## src/rtl/bnn_param_loader.sv

```systemverilog
// Byte-to-bit-serial loader for the BNN neuron parameter shift chain.
// Optional readback of the displaced chain contents: define BNN_PARAM_READBACK_EN.
module bnn_param_loader #(
  parameter int CHAIN_BITS = 44,
  parameter int DATA_W     = 8
) (
  input  logic              clk,
  input  logic              rst_n,
  input  logic              start,
  input  logic [DATA_W-1:0] in_data,
  input  logic              in_valid,
  output logic              in_ready,
  output logic              setup,
  output logic              param_in,
  input  logic              chain_out,
  output logic              busy,
  output logic              done,
  output logic [DATA_W-1:0] rb_data,
  output logic              rb_valid
);

  localparam int CNT_W = $clog2(CHAIN_BITS + 1);
  localparam int SH_W  = $clog2(DATA_W + 1);

  typedef enum logic [1:0] {
    S_IDLE = 2'd0,
    S_LOAD = 2'd1,
    S_DONE = 2'd2
  } state_t;

  state_t            state;
  state_t            state_nxt;

  logic [CNT_W-1:0]  bit_cnt;
  logic [CNT_W-1:0]  bits_rem;
  logic [SH_W-1:0]   grp_bits;
  logic [DATA_W-1:0] shreg;
  logic [SH_W-1:0]   sh_left;
  logic              setup_q;
  logic              param_q;
  logic              accept;
  logic              chain_full;

  // Handshake: a byte transfers on a rising edge where in_valid && in_ready;
  // in_ready never depends on in_valid, and in_valid must hold until accepted.

  always_ff @(posedge clk or negedge rst_n) begin
    if (!rst_n) begin
      state <= S_IDLE;
    end else begin
      state <= state_nxt;
    end
  end

  always_comb begin
    state_nxt = state;
    case (state)
      S_IDLE:  if (start) state_nxt = S_LOAD;
      S_LOAD:  if (chain_full) state_nxt = S_DONE;
      S_DONE:  state_nxt = S_IDLE;
      default: state_nxt = S_IDLE;
    endcase
  end

  assign chain_full = (bit_cnt == CNT_W'(CHAIN_BITS));
  assign accept     = in_valid && in_ready;

  always_comb begin
    in_ready = 1'b0;
    busy     = 1'b0;
    done     = 1'b0;
    case (state)
      S_LOAD: begin
        busy     = 1'b1;
        // Waiting for the last bit to leave param_in gives the one-cycle bubble.
        in_ready = !setup_q && (sh_left == '0) && !chain_full;
      end
      S_DONE:  done = 1'b1;
      default: ;
    endcase
  end

  // Bits the next byte may contribute: a full byte, or the tail of the chain.
  always_comb begin
    bits_rem = CNT_W'(CHAIN_BITS) - bit_cnt;
    if (int'(bits_rem) < DATA_W) begin
      grp_bits = SH_W'(bits_rem);
    end else begin
      grp_bits = SH_W'(DATA_W);
    end
  end

  always_ff @(posedge clk or negedge rst_n) begin
    if (!rst_n) begin
      bit_cnt <= '0;
      shreg   <= '0;
      sh_left <= '0;
      setup_q <= 1'b0;
      param_q <= 1'b0;
    end else begin
      if (state == S_IDLE && start) begin
        bit_cnt <= '0;
      end else if (setup_q) begin
        bit_cnt <= bit_cnt + CNT_W'(1);
      end

      if (accept) begin
        setup_q <= 1'b1;
        param_q <= in_data[DATA_W-1];
        shreg   <= {in_data[DATA_W-2:0], 1'b0};
        sh_left <= grp_bits - SH_W'(1);
      end else if (sh_left != '0) begin
        setup_q <= 1'b1;
        param_q <= shreg[DATA_W-1];
        shreg   <= {shreg[DATA_W-2:0], 1'b0};
        sh_left <= sh_left - SH_W'(1);
      end else begin
        setup_q <= 1'b0;
      end
    end
  end

  assign setup    = setup_q;
  assign param_in = param_q;

`ifdef BNN_PARAM_READBACK_EN
  logic [DATA_W-1:0] cap;
  logic [DATA_W-1:0] cap_nxt;
  logic [SH_W-1:0]   cap_cnt;
  logic              grp_end;
  logic [DATA_W-1:0] rb_data_q;
  logic              rb_valid_q;

  // chain_out is sampled on the same edge the chain shifts, i.e. its pre-shift value.
  always_comb begin
    cap_nxt = cap | ({chain_out, {(DATA_W-1){1'b0}}} >> cap_cnt);
    grp_end = (cap_cnt == SH_W'(DATA_W - 1)) || (bit_cnt == CNT_W'(CHAIN_BITS - 1));
  end

  always_ff @(posedge clk or negedge rst_n) begin
    if (!rst_n) begin
      cap        <= '0;
      cap_cnt    <= '0;
      rb_data_q  <= '0;
      rb_valid_q <= 1'b0;
    end else begin
      rb_valid_q <= 1'b0;
      if (state == S_IDLE && start) begin
        cap     <= '0;
        cap_cnt <= '0;
      end else if (setup_q) begin
        if (grp_end) begin
          rb_data_q  <= cap_nxt;
          rb_valid_q <= 1'b1;
          cap        <= '0;
          cap_cnt    <= '0;
        end else begin
          cap     <= cap_nxt;
          cap_cnt <= cap_cnt + SH_W'(1);
        end
      end
    end
  end

  assign rb_data  = rb_data_q;
  assign rb_valid = rb_valid_q;
`else
  logic unused_chain_out;
  assign unused_chain_out = chain_out;
  assign rb_data  = '0;
  assign rb_valid = 1'b0;
`endif

endmodule

```

## config.mk

```make
export PLATFORM = sky130hd
export DESIGN_NAME = bnn_param_loader
export DESIGN_NICKNAME = d
export VERILOG_FILES = /design/src/rtl/bnn_param_loader.sv
export SDC_FILE = /design/constraint.sdc
export NUM_CORES = 1
export LEC_CHECK = 0
export BUFFER_PORTS_ARGS = -buffer_cell sky130_fd_sc_hd__buf_2
export CAP_MARGIN = 25
export CORE_AREA = 4 4 64 66
export CTS_BUF_LIST = sky130_fd_sc_hd__clkbuf_8
export DETAILED_ROUTE_END_ITERATION = 10
export DIE_AREA = 0 0 68 70
export GPL_ROUTABILITY_DRIVEN = 0
export PLACE_DENSITY = 0.6
export SLEW_MARGIN = 20
export SYNTH_ARGS = -nofsm -noshare
export SYNTH_HDL_FRONTEND = slang
export SYNTH_SLANG_ARGS = --single-unit
```

## constraint.sdc

```tcl
create_clock -name clk -period 3.1 [get_ports clk]
set_input_delay 0.93 -clock clk [delete_from_list [all_inputs] [get_ports clk]]
set_output_delay 0.93 -clock clk [all_outputs]
set_load 0.05 [all_outputs]
```

# ---- Yosys cells after proc, flatten, opt, wreduce, memory -nomap -nowiden
# Cells that the tools add are included.
dict set report totals {
  ram_bits 0
  latchBits 0
  romBits 0
  out_inout_bits 14
  mem_count 0
  regBits 22
}
dict set report classes {
  n_addsub 4
  n_reduce_logical 12
  magnitude_cmp 1
  n_eq_ne 5
  multipliers 0
  shift 0
  n_bitwise 0
  n_div 0
  muxes 17
}
# cell n
set ops {}
lappend ops {{2-to-1 mux 8 bit} 2}
lappend ops {{2-to-1 mux 4 bit} 3}
lappend ops {{2-to-1 mux 6 bit} 2}
lappend ops {{subtractor 4 x 1 -> 4 bit (second input constant)} 2}
lappend ops {{2-to-1 mux 1 bit} 7}
lappend ops {{adder 6 x 1 -> 6 bit (second input constant)} 1}
lappend ops {{== test 6 bit (second input constant)} 1}
lappend ops {{less-than comparator 6 x 4 -> 1 bit (second input constant)} 1}
lappend ops {{subtractor 6 bit (first input constant)} 1}
lappend ops {{logical AND 1 bit} 4}
lappend ops {{zero test 4 bit} 1}
lappend ops {{2-to-1 mux 2 bit} 2}
lappend ops {{!= test 2 bit (second input constant)} 2}
lappend ops {{case mux 2 bit (2 select lines)} 1}
lappend ops {{nonzero test 2 bit} 2}
lappend ops {{nonzero test 4 bit} 1}
lappend ops {{== test 2 x 1 -> 1 bit (second input constant)} 1}
lappend ops {{== test 2 bit (second input constant)} 1}
lappend ops {{zero test 1 bit} 2}
lappend ops {{zero test 2 bit} 1}
lappend ops {{AND reduction 2 bit} 1}

# ---- Logic depth before layout (Yosys ltp)
dict set report depth {
  word_depth 6
  ltp_mapped 12
  ltp_nobuf 10
}

# ---- Worst setup path before layout
# OpenSTA, ideal clock, no wires.
dict set report synth_path {
  kind {register -> output}
  startpoint {register state[1]}
  endpoint {output port in_ready}
  t_required_ns 2.170
  setup_slack_ns 0.673
  stages_incl_launch_ff 4
  t_arrival_ns 1.497
  n_path_buf 0
  cell_sequence {dfrtp_1 -> and2b_1 -> o311a_4 -> and2_2}
}
dict set report synth_via {
  elab_chain_len 2
}
# element line
set synth_lines {}
lappend synth_lines {{start, declared} 31} ;# state_t state;
lappend synth_lines {{start signal, assigned} 51} ;# state <= state_nxt;
lappend synth_lines {{== test 2 x 1 -> 1 bit} 72} ;# case (state)
lappend synth_lines {{2-to-1 mux 1 bit} 72}
lappend synth_lines {{end, declared} 12} ;# output logic in_ready,
# No other way between the ends.

# ---- Worst setup path in the final report
dict set report layout_path {
  startpoint {register bit_cnt[0]}
  endpoint {output port in_ready}
}
dict set report layout_via {
  elab_chain_len 4
}
# element line
set layout_lines {}
lappend layout_lines {{start, declared} 34} ;# logic [CNT_W-1:0] bit_cnt;
lappend layout_lines {{start signal, assigned} 104} ;# bit_cnt <= bit_cnt + CNT_W'(1);
lappend layout_lines {{== test 6 bit} 65} ;# assign chain_full = (bit_cnt == CNT_W'(CHAIN_BITS));
lappend layout_lines {{zero test 1 bit} 76} ;# in_ready = !setup_q && (sh_left == '0) && !chain_full;
lappend layout_lines {{logical AND 1 bit} 76}
lappend layout_lines {{2-to-1 mux 1 bit} 72}
# No other way between the ends.

==> results.toml <==
[layout]
drive_above_1_share_pct = 26.0
syn_to_final_growth_pct = 8.64
num-nets-final = 148
layout.cells.non_filler = 179
design_area_um2 = 1320
num_antenna_cells = 0
utilization_pct = 36.9

[floorplan]
initial_utilization_pct = 34.0
io_pins = 27
die-area_um2 = 4760
die_h_um = 70
rows = 22
die_width_um = 68
core_um2 = 3580

[worst_setup_path]
required_ns = 2.17
critPathLaunchType = "flip-flop"
rr_endpoint = "sh_left[2]"
worstPathArrival_ns = 1.90
crit_type = "reg2out"
cp_top_family = "flip-flops"
crit_start = "bit_cnt[0]"
slowest_delay_ns = 0.48
r2r-start = "bit_cnt[0]"
path_max_fanout = 8
critical_path_buf_inv_count = 2
end_kind = "output port"
r2r_slack_ns = 0.75
ff2ff_path_depth = 9
crit_end = "in_ready"
worst-path-stages = 6
crit_chain = "inv_1, ha_1, nand2_1, o311a_4, and2_2, buf_2"
slowest_stage = "dfrtp_1"

[sta]
skew_ns = 0.00588
hold_violations = 0
rsz0062_at_grt = "no"
layout_setup_ws_ns = 0.271
maxClockFrequency_mhz = 353
tns_ns = 0
setup_violations = 0
worstMarginPinSlew_ns = 0.893
finalCritPeriodShare_pct = 91.3
slew_headroom_pct = 40.3
period_minus_slack_ns = 2.83
slew_violations = 0

[clock_tree]
cts_buffers = 3
cts_resized = 0
cts_buffer_depth = 2
path_clk_slew_ns = 0.08
hold_buffers = 0
cts_tree = "done"
cts_setup_buffers = 0
htreeDepth = 1
clock-sinks = 21
cts-root-buf = "clkbuf_8"
insertion_delay_ns = 0.27

[grt]
grt_pass1_wl_um = 3980
grt_pass1_vias = 914
grt_overflow = 0
grt_max_degree = 22
groute.usage.overall_pct = 10.6
antenna_found_initial = 0

[drt]
vias_per_cell = 4.80
wl_um = 2350
avgRoutedWirePerCell_um = 13.1
firstDrtPassIters = 4
ant_nets = 0
drt_iter0_markers = 21
vias = 859
drc = 0

[yosys]
ys_top_cells_by_area = "dfrtp_1, buf_4, mux2i_1"
avgSynthCellArea_um2 = 10.4
yosysMostFrequentCell = "dfrtp_1"
yosys_warnings = 0
syn_area_um2 = 1220
synth-edff-count = 0
synth_commonest_cells = "dfrtp_1, buf_4, nand2_1, nor2_1"
seq_area_frac_synth_pct = 43.2
ys.flop_type = "dfrtp_1"
syn_inst = 117
ys_ff_latch = 21
ys_async_sr_fraction_pct = 100
synth_top_cell_area_share_pct = 43.2
ys_types = 38
synth_top_cell_by_area = "dfrtp_1"

[place]
preCtsSetupSlack_ns = 0.561
hpwl_um = 1690
io_buffers = 16
dpl_cell_area_um2 = 1280
place_inst = 175

[power]
ir_drop_uv = 293
p_leak_nw = 0.613
powerDensity_nw_per_um2 = 979

[status]
status = "complete, no violations"

[min_path]
min_path_type = "reg2reg"
hold_start = "state[1]"
min_delay_path_depth = 1

[run]
maxCapViolations = 0
[worst min-delay path by stage]
stage / to / slack, ns
2_1_floorplan: state[1] / 0.44
3_3_place_gp: state[1] / 0.45
3_5_place_dp: state[1] / 0.47
4_1_cts: state[1] / 0.48
5_1_grt: state[1] / 0.52
6_report: state[1] / 0.48
[registers in the layout, summed over array words and instances, names as in the netlist]
name	cells
shreg	7
bit_cnt	6
sh_left	4
state	2
param_in	1
setup	1
[per-stage QoR]
| step | power (mW) | hold WS [ns] |
|---|---|---|
| after detailed placement | 1.12 | 0.468 |
| after global placement | 1.09 | 0.447 |
| after CTS | 1.30 | 0.482 |
| after floorplan | 1.01 | 0.436 |
| final | 1.29 | 0.479 |
| after global routing | 1.39 | 0.520 |
[final cells by class]
class	instances	area [µm²]
Fill cell	381	2260
Multi-Input combinational cell	83	581
Sequential cell	21	526
Timing Repair Buffer	17	87.6
Tap cell	48	60.1
Clock buffer	3	41.3
Inverter	6	22.5
Clock inverter	1	3.75
[power breakdown]
group	total, mW	leakage [nW]	internal (mW)	switching [mW]
clock	0.182	0.0269	0.0885	0.0931
combinational	0.607	0.318	0.242	0.366
sequential	0.504	0.268	0.378	0.126
total	1.29	0.613	0.708	0.584
[cells by family after synthesis]
family,count (synthesis),share of synthesized area (%)
other,1,0.308
AOI/OAI and AO/OA,21,15.3
muxes,4,3.29
adders and majority gates,3,3.09
buffers and inverters,21,11.5
and+or+nand+nor,40,18.9
xor gates and xnor gates,6,4.32
DFF,21,43.2
[per-layer routing]
| metal | vias to the layer above | wire [µm] | GRT usage (%) |
|---|---|---|---|
| li1 | 416 | - | - |
| met1 | 414 | 978 | 11.6 |
| met2 | 25 | 1190 | 18.5 |
| met3 | 4 | 143 | 2.89 |
| met4 | 0 | 38 | 4.64 |
| met5 | - | 0 | 0 |
[placed cells by master, fill, tap and decap left out, types with 2 or more instances in the layout]
master	synthesis	routed
dfrtp_1	21	21
inv_1	6	7
nor3b_1	2	2
a21oi_1	4	4
a221o_1	2	2
a31oi_1	2	2
nor2b_1	6	6
o21ai_0	4	4
xnor2_1	4	4
buf_2	1	16
nor2_1	8	8
nand2_1	8	8
and3_4	2	2
conb_1	1	9
a221o_2	3	3
mux2i_1	4	4
nand4_1	3	3
ha_1	3	3
nor3_1	2	2
clkbuf_8	0	3
xor2_1	2	2
No activity file was read; power rests on OpenSTA's default activity.
